$ cat src/rtl/load_store_unit.sv
// Load/store unit bridging CPU byte/halfword/word requests onto a word-wide, big-endian data memory.
// Sub-word stores use read-modify-write. Define LSU_RANGE_CHECK_EN to enable the MEM_BYTES range check.
module load_store_unit #(
  parameter int MEM_BYTES = 60
) (
  input  logic        CLK,
  input  logic        RST,
  input  logic        Req,
  input  logic        ReqWrite,
  input  logic [1:0]  Size,
  input  logic        Unsigned,
  input  logic [31:0] Addr,
  input  logic [31:0] WData,
  output logic        Busy,
  output logic        Done,
  output logic [31:0] RData,
  output logic        AlignErr,
  output logic        RangeErr,
  output logic [31:0] MemAddr,
  output logic [31:0] MemWData,
  output logic        MemRead,
  output logic        MemWrite,
  input  logic [31:0] MemRData
);

  localparam int DATA_W = 32;

`ifdef LSU_RANGE_CHECK_EN
  localparam logic RangeChkOn = 1'b1;
`else
  localparam logic RangeChkOn = 1'b0;
`endif

  typedef enum logic [1:0] {IDLE, READ, WRITE, DONE} lsuState_e;

  lsuState_e             state, stateNext;
  logic                  isWrite_p0;
  logic [1:0]            size_p0;
  logic                  uns_p0;
  logic [1:0]            off_p0;
  logic [DATA_W-1:0]     wdata_p0;
  logic                  alignErr_p0;
  logic                  rangeErr_p0;
  logic                  accept;
  logic                  misaligned;
  logic                  rangeHit;

  // Lane 0 is the most significant byte of the memory word.
  function automatic logic [DATA_W-1:0] loadExtend(input logic [DATA_W-1:0] word,
                                                   input logic [1:0] size,
                                                   input logic [1:0] off,
                                                   input logic uns);
    logic signed [7:0]  lane8;
    logic signed [15:0] lane16;
    logic [DATA_W-1:0]  res;
    case (off)
      2'd0:    lane8 = word[31:24];
      2'd1:    lane8 = word[23:16];
      2'd2:    lane8 = word[15:8];
      default: lane8 = word[7:0];
    endcase
    lane16 = off[1] ? word[15:0] : word[31:16];
    if (size[1])
      res = word;
    else if (size[0])
      res = uns ? {16'b0, lane16} : {{16{lane16[15]}}, lane16};
    else
      res = uns ? {24'b0, lane8} : {{24{lane8[7]}}, lane8};
    return res;
  endfunction

  function automatic logic [DATA_W-1:0] storeMerge(input logic [DATA_W-1:0] word,
                                                   input logic [DATA_W-1:0] wd,
                                                   input logic [1:0] size,
                                                   input logic [1:0] off);
    logic [DATA_W-1:0] res;
    res = word;
    if (size[1])
      res = wd;
    else if (size[0]) begin
      if (off[1])
        res[15:0] = wd[15:0];
      else
        res[31:16] = wd[15:0];
    end else begin
      case (off)
        2'd0:    res[31:24] = wd[7:0];
        2'd1:    res[23:16] = wd[7:0];
        2'd2:    res[15:8]  = wd[7:0];
        default: res[7:0]   = wd[7:0];
      endcase
    end
    return res;
  endfunction

  // Last byte is computed one bit wider so addresses near 2^32 cannot wrap into range.
  function automatic logic outOfRange(input logic [31:0] a, input logic [1:0] size);
    logic [32:0] span;
    logic [32:0] lastByte;
    span     = size[1] ? 33'd3 : (size[0] ? 33'd1 : 33'd0);
    lastByte = {1'b0, a} + span;
    return ({1'b0, a} >= 33'(MEM_BYTES)) || (lastByte >= 33'(MEM_BYTES));
  endfunction

  assign accept = (state == IDLE) && Req;

  always_comb begin
    misaligned = 1'b0;
    if (Size[1])
      misaligned = |Addr[1:0];
    else if (Size[0])
      misaligned = Addr[0];
  end

  assign rangeHit = RangeChkOn && !misaligned && outOfRange(Addr, Size);

  always_comb begin
    stateNext = state;
    case (state)
      IDLE: begin
        if (Req) begin
          if (misaligned || rangeHit)
            stateNext = DONE;
          else if (ReqWrite && Size[1])
            stateNext = WRITE;
          else
            stateNext = READ;
        end
      end
      READ:    stateNext = isWrite_p0 ? WRITE : DONE;
      WRITE:   stateNext = DONE;
      default: stateNext = IDLE;
    endcase
  end

  // Stage p0: request capture at the accepting edge
  always_ff @(posedge CLK) begin
    if (accept) begin
      isWrite_p0 <= ReqWrite;
      size_p0    <= Size;
      uns_p0     <= Unsigned;
      off_p0     <= Addr[1:0];
      wdata_p0   <= WData;
    end
  end

  always_ff @(posedge CLK or negedge RST) begin
    if (!RST) begin
      state       <= IDLE;
      alignErr_p0 <= 1'b0;
      rangeErr_p0 <= 1'b0;
      RData       <= '0;
      MemAddr     <= '0;
      MemWData    <= '0;
    end else begin
      state <= stateNext;
      if (accept) begin
        alignErr_p0 <= misaligned;
        rangeErr_p0 <= rangeHit;
        MemAddr     <= {Addr[31:2], 2'b00};
        if (ReqWrite)
          MemWData <= WData;
      end
      // Stage p1: read data consumed at the closing edge of READ
      if (state == READ) begin
        if (isWrite_p0)
          MemWData <= storeMerge(MemRData, wdata_p0, size_p0, off_p0);
        else
          RData <= loadExtend(MemRData, size_p0, off_p0, uns_p0);
      end
    end
  end

  // Strobes decode straight from state so an async reset releases them at once.
  assign Busy     = (state != IDLE);
  assign Done     = (state == DONE);
  assign MemRead  = (state != READ);
  assign MemWrite = (state != WRITE);
  assign AlignErr = Done && alignErr_p0;
  assign RangeErr = Done && rangeErr_p0;

endmodule

$ cat config.mk
export PLATFORM = sky130hd
export DESIGN_NAME = load_store_unit
export DESIGN_NICKNAME = d
export VERILOG_FILES = /design/src/rtl/load_store_unit.sv
export SDC_FILE = /design/constraint.sdc
export NUM_CORES = 1
export LEC_CHECK = 0
export ABC_AREA = 1
export BUFFER_PORTS_ARGS = -buffer_cell sky130_fd_sc_hd__buf_4
export CAP_MARGIN = 30
export CORE_MARGIN = 2
export CORE_UTILIZATION = 47
export CTS_CLUSTER_SIZE = 20
export DETAILED_ROUTE_END_ITERATION = 7
export PLACE_DENSITY = 0.85
export SLEW_MARGIN = 25
export SYNTH_ARGS = -nofsm -noshare
export SYNTH_HDL_FRONTEND = slang
export SYNTH_SLANG_ARGS = --single-unit
$ cat constraint.sdc
create_clock -name CLK -period 2.6 [get_ports CLK]
set_input_delay 0.52 -clock CLK [delete_from_list [all_inputs] [get_ports CLK]]
set_output_delay 0.52 -clock CLK [all_outputs]
set_load 0.02 [all_outputs]
==> parameters.txt, run 1 <==
Parameter                              Value

Clocking
  # Post-CTS Setup Buffers    0
  CTS tree    done
  Clock buffers created by TritonCTS    17
  # hold bufs at CTS    0
  Root cell of the clock tree    clkbuf_16
  Clock-pin transition on the worst setup and hold timing paths    0.06 ns
  Worst-skew pair later-pin latency    between 0.4 and 0.5 ns
  H-tree lvl count    4
  Clock sink count    approximately 140
  Worst-case clock buffer depth    2
  # resized after CTS    0

Pwr
  Share of total power in sequential cells    0.326
  VDD IR-drop max    0.785 mV
  Power per standard cell area    ~1200 nW/um^2
  NetSw    4.46 mW
  Clock network fraction of total power    0.234
  Total leakage power    4.69 nW
  Switching power as a share of total power    0.399
  Share of total power in combinational logic    0.441
  Cell internal pwr    6.70 mW

Synth
  Sequential element share of the synthesized area    0.515
  Cell Area, Synth    between 6000 and 7000 um^2
  FF+latch count, synth    135
  YS warnings    0
  Synthesized netlist cell count    roughly 900
  Yosys top cell area share    0.350
  Average size of a mapped cell    7.88 um^2
  Top cells by area in the synthesized netlist    dfrtp_1 (35%), nand2_1 (18%), edfxtp_1 (16%), a21oi_1 (6.9%), nor2_1 (3.3%)
  Number of unique standard cell types used by synthesis    29
  Top cell type by total area after synthesis    dfrtp_1

STA
  Fmax    0.499 GHz
  Tcrit/Tclk final    0.771
  Count of endpoints failing hold in the final timing report    0
  Relative slew margins    0.537
  Setup TNS    0 ns
  Worst hold slack after final layout    between 0.1 and 0.15 ns
  Final critical-path setup slack    between 0.5 and 0.6 ns
  Min cycle time layout    2.00 ns
  Clk_skew    about 0.011 ns
  Slew at the pin closest to its max-slew limit    approximately 0.7 ns
  Final count of negative-setup-slack endpoints    0
  Max-slew violation count    0
  Setup repair after global routing missed its margin    no

Setup path
  Slack of the worst reg-to-reg path    roughly 0.60 ns
  Setup crit end kind    register
  FF-to-FF Start    off_p0[1]
  Worst Path Max Fanout    18
  Data arrival time of the worst path    2.28 ns
  Reg-to-reg critical path endpoint    RData[31]
  Required time reported for the critical path endpoint    between 2 and 3 ns
  Number of cells traversed by the worst register-to-register path    6
  Type of the worst setup path    register to register
  Category of the worst setup path launch point    register

Global route
  Largest net degree at the start of global routing    71
  First-pass GRT wire length    approximately 34000 um
  All-Layer GR Usage    0.272
  Remaining Overflow, GRT    0
  Number of global-route vias before repair    approximately 6500
  Antenna violations before repair    0

Route
  Drt pass-1 iters    5
  Vias per std cell    ~5.4
  DRC violation count after routing    0
  DRC violation total after the first TritonRoute iteration    721
  Routed Antenna Nets    0
  Total wire length after detailed routing    21400 um
  Post-DR wirelength/cell    approximately 17 um
  Vias after detailed routing    around 6800

Finish
  Nets    1170
  Final instance area    9190 um^2
  Share of cells above drive strength 1    0.272
  Area added between synthesis and finish    32.8%
  Number of inserted filler cells in the final layout    approximately 1200
  Util after Layout    0.635
  Top library cells by usage in the layout, fill and taps aside    nand2_1 (323), buf_4 (213), dfrtp_1 (97)
  Most common cell after layout, fill and taps aside    nand2_1
  Antenna fix cells    0

Run status
  Outcome    finished clean

Worst hold path
  Hold Path Class    input port to async pin

Run
  Max-cap violations    0

Place
  Estimated wirelength of the detail-placed design    roughly 15000 um
  Count of buffers from port buffering    201
  Placed cell areas    roughly 8500 um^2
  Final weighted congestion in routability-driven placement    1.01
  Worst slack, placed    around 0.66 ns

Die
  Vert. Die Dim    approximately 130 um
  Initial core utilization    0.478
  Std-Cell Core Area    about 14000 um^2
  Floorplan row count    44
  Die ar.    approximately 16000 um^2
  Die Width    125 um
  Top-level I/O count    between 200 and 250
logic make-up after synthesis:
logic type,after synthesis,synth area share
AOI/OAI and AO/OA,175,0.141
adders and majority gates,4,0.00723
buffers and inverters,112,0.0701
DFF,135,0.515
other,1,0.000541
and+or+nand+nor,452,0.266
stage by stage:
| step | std cells | power [mW] |
|---|---|---|
| final | 1260 | 11.2 |
| after global routing | 1260 | 11.8 |
| after CTS | 1260 | 11.2 |
| after detailed placement | 1228 | 8.56 |
| after global placement | 1228 | 8.43 |
| after floorplan | 881 | 6.54 |
registers in the layout, indices dropped and copies added (netlist names):
name         flops
size_p0          2
state            2
MemAddr         30
off_p0           2
isWrite_p0       1
RData           32
MemWData        32
wdata_p0        32
alignErr_p0      1
uns_p0           1
critical path, stage by stage, from the launching register on:
cell	delay, ns
edfxtp_1	0.72
buf_4	0.33
nand2_1	0.13
nand3_2	0.12
nand3_2	0.08
nand2_2	0.34
a21oi_1	0.13
worst max path at each step:
stage / slack (ns) / depth (start not counted) / startpoint / to
2_1_floorplan: 0.06 / 5 / state[0] / isWrite_p0
3_3_place_gp: 0.72 / 8 / state[0] / MemWData[5]
3_5_place_dp: 0.66 / 8 / state[0] / MemWData[21]
4_1_cts: 0.62 / 8 / state[0] / MemWData[14]
5_1_grt: 0.41 / 10 / state[0] / MemWData[1]
6_report: 0.60 / 6 / off_p0[1] / RData[31]
power by group through the flow:
stage / logic [mW] / clock network (mW) / registers (mW)
final: 4.92 / 2.61 / 3.63
after CTS: 4.93 / 2.64 / 3.63
after floorplan: 2.10 / 0 / 4.43
after detailed placement: 4.92 / 0 / 3.64
after global placement: 4.79 / 0 / 3.64
after global routing: 5.37 / 2.73 / 3.72
metal layers:
metal | vias up | GRT usage | part of all wire | wire [um]
met3 | 24 | 0.0852 | 0.11 | 2310
met1 | 3193 | 0.364 | 0.41 | 8680
met2 | 367 | 0.434 | 0.47 | 10100
met4 | 0 | 0.0706 | 0.014 | 303
met5 | - | 0 | 0 | 0
li1 | 3201 | - | - | -
final cells by class:
cell class	instances	area, um^2	share of cell area
timing repair buffer	215	1640	0.178
sequential	135	3570	0.388
inverter	60	225	0.0245
clock inverter	11	126	0.0137
clock buffer	21	526	0.0572
tap	184	230	0.0250
multi-input combinational	634	2880	0.313
synth_stat cells:
library cell	number
o21ai_0	32
nor2_1	61
inv_1	54
o211ai_1	19
edfxtp_1	38
nand3_2	3
a31oi_1	2
o21bai_1	4
a21oi_1	95
nor3_1	3
buf_6	2
inv_2	5
nand3_1	33
clkinv_1	1
or2_2	18
nand2_1	323
o21ai_1	13
clkbuf_1	22
a21oi_2	10
conb_1	1
dfrtp_1	97
ha_1	4
clkbuf_2	1
buf_2	21
nand3b_1	1
buf_4	6
nand2_2	6
nor2_4	2
nor2_2	2
Note: power is estimated with default switching activity, not from simulation.
==> run 2: changes to the inputs <==
Clock period 2.6 ns to 1.7 ns, I/O delays scaled along.
==> run 2 against run 1 <==
  * Register-to-register slack got worse by 0.50 ns
  * First-iteration DRC count is 9.4% lower
  * Final cell count rose by 1.4%
  * Via count grew 0.75%
  * Critical endpoint is now AlignErr
==> parameters.txt, run 2 (synthesis gave the netlist of run 1 again) <==
Parameter                              Value

Run status
  Outcome    finished clean (unchanged)

Setup path
  Slowest Stage Delay on Critical Path    0.39 ns (was 0.72 ns)
  Required time reported for the critical path endpoint    1.36 ns (was 2.88 ns)
  Cell breakdown of the critical path    buf_6, ha_4, nand2_2, inv_2, buf_6 (was buf_4, nand2_1, nand3_2, nand3_2, nand2_2, a21oi_1)
  Category of the worst setup path launch point    register (unchanged)
  Most prevalent standard cell on the critical path    buf_6 (was nand3_2)
  Worst Path Max Fanout    3 (was 18)
  Slowest-stage cell, CP    dfrtp_1 (was edfxtp_1)
  CP bufs+invs    3 (was 1)
  Top Family by Delay on Critical Path    flip-flops (unchanged)
  Setup crit end kind    primary output (was register)
  Data arrival time of the worst path    1.34 ns (was 2.28 ns)
  Type of the worst setup path    register to primary output (was register to register)

Run
  Max-cap violations    0 (unchanged)

Finish
  Top library cells by usage in the layout, fill and taps aside    nand2_1 (319), buf_4 (212), dfrtp_1 (97) (was nand2_1 (323), buf_4 (213), dfrtp_1 (97))
  Util after Layout    0.662 (was 0.635)
  Registers with the most flip-flops    MemWData: 32 flops, RData: 32 flops, wdata_p0: 32 flops (unchanged)
  Number of inserted filler cells in the final layout    1211 (was 1234)
  Final instance area    9580 um^2 (was 9190 um^2)
  Area added between synthesis and finish    38.3% (was 32.8%)
  Nets    1188 (was 1170)
  Sequential cell area in the final layout    3570 um^2 (unchanged)
  Most common cell after layout, fill and taps aside    nand2_1 (unchanged)
  Share of cells above drive strength 1    0.295 (was 0.272)
  Area of the multi-input gates    2950 um^2 (was 2880 um^2)
  Antenna fix cells    0 (unchanged)

Route
  Vias per std cell    5.35 (was 5.38)
  DRC violation count after routing    0 (unchanged)
  Vias after detailed routing    6836 (was 6785)
  Post-DR wirelength/cell    17.4 um (was 17.0 um)
  Routed Antenna Nets    0 (unchanged)
  Total wire length after detailed routing    22300 um (was 21400 um)
  DRC violation total after the first TritonRoute iteration    653 (was 721)
  Drt pass-1 iters    5 (unchanged)

Global route
  Routing layer with the top usage in global route    met2 (unchanged)
  GR Layer Usage met2    0.443 (was 0.434)
  Largest net degree at the start of global routing    98 (was 71)
  Number of global-route vias before repair    6492 (was 6545)
  All-Layer GR Usage    0.278 (was 0.272)
  Met1 routing resource usage after global routing    0.365 (was 0.364)
  Antenna violations before repair    0 (unchanged)
  Remaining Overflow, GRT    0 (unchanged)
  Met3 usage    0.0787 (was 0.0852)
  First-pass GRT wire length    34100 um (was 33900 um)

STA
  Min cycle time layout    approximately 1.7 ns
  Max-slew violation count    0 (unchanged)
  Count of endpoints failing hold in the final timing report    0 (unchanged)
  Slew at the pin closest to its max-slew limit    0.579 ns (was 0.694 ns)
  Clk_skew    0.00818 ns (was 0.0108 ns)
  Final count of negative-setup-slack endpoints    0 (unchanged)
  Relative slew margins    0.614 (was 0.537)
  Setup repair after global routing missed its margin    yes (was no)
  Fmax    a little under 0.6 GHz
  Tcrit/Tclk final    0.989

Pwr
  VDD IR-drop max    1.09 mV (was 0.785 mV)
  Power per standard cell area    1830 nW/um^2 (was 1210 nW/um^2)
  Power after layout    17.6 mW (was 11.2 mW)
  Total leakage power    4.85 nW (was 4.69 nW)

Clocking
  CTS tree    done (unchanged)
  Worst-case clock buffer depth    2 (unchanged)
  Root cell of the clock tree    clkbuf_16 (unchanged)
  Clock buffers created by TritonCTS    17 (unchanged)
  Clock-pin transition on the worst setup and hold timing paths    0.06 ns (about the same)
  Worst-skew pair later-pin latency    0.43 ns (was 0.42 ns)
  Clock sink count    135 (unchanged)
  H-tree lvl count    4 (unchanged)

Place
  Count of buffers from port buffering    201 (unchanged)
  Final weighted congestion in routability-driven placement    0.986 (was 1.01)
  Estimated wirelength of the detail-placed design    15500 um (was 15300 um)
  Placed cell areas    8760 um^2 (was 8540 um^2)

Die
  Floorplan row count    44 (unchanged)
  Die Width    125 um (unchanged)
  Initial core utilization    0.478 (unchanged)
  Vert. Die Dim    125 um (unchanged)
  Top-level I/O count    205 (unchanged)
  Std-Cell Core Area    14500 um^2 (unchanged)
  Die ar.    15700 um^2 (unchanged)

Worst hold path
  Hold Path Class    input port to register (was input port to async pin)
[run 2: cell count changes in the layout (fill, tap and decap cells not counted), sizes merged]
cell / previous run / this run
dlygate4sd3: 0 / 1
clkbuf: 21 / 25
inv: 64 / 60
buf: 215 / 229
clkinv: 5 / 8
[run 2: power by group]
part	total [mW]	internal, mW	switching, mW
sequential	5.55	4.74	0.815
clock	3.88	2.46	1.43
combinational	8.12	3.38	4.74
[run 2: worst paths after layout]
| kind | start | end | slack [ns] | cells past startpoint |
|---|---|---|---|---|
| setup / recovery | state[0] | AlignErr | 0.02 | 5 |
| hold / removal | Unsigned | uns_p0 | 0.09 | 1 |
| setup reg to reg | state[0] | RData[0] | 0.10 | 10 |
| hold reg to reg | RData[1] | RData[1] | 0.48 | 2 |
| max in group asynchronous | RST | RData[28] | 0.73 | 3 |
| min in group asynchronous | RST | RData[18] | 0.48 | 3 |
[run 2: through the flow]
stage          instances  setup slack [ns]  hold slack [ns]  TNS, ns
6_report            1278            0.0192           0.0929        0
5_1_grt             1278           -0.0371           0.0765  -0.0586
2_1_floorplan        881            0.0376           0.0444        0
3_3_place_gp        1241             0.127            0.436        0
3_5_place_dp        1241            0.0506            0.439        0
4_1_cts             1275           -0.0136           0.0800  -0.0136
[run 2: area by class of cell]
cell class	count	area share
clock buffer	22	0.0541
clock inverter	10	0.0118
inverter	60	0.0240
multi-input combinational	634	0.308
sequential	135	0.373
tap	184	0.0240
timing repair buffer	233	0.206
[run 2: layer usage]
layer | up-vias | share of wire
met3 | 49 | 0.10
met2 | 385 | 0.47
met5 | - | 0
li1 | 3230 | -
met1 | 3172 | 0.40
met4 | 0 | 0.032
[run 2: what timing repair did]
| item | 4_1_cts | 5_1_grt |
|---|---|---|
| pin swaps | 0 | 3 |
| hold buffers | 1 | 0 |
| resized for setup | 8 | 20 |
| endpoints found under the setup margin | 3 | 40 |
| endpoints found under the hold margin | 28 | 0 |
| buffers inserted | 1 | 0 |
| cloned | 0 | 3 |
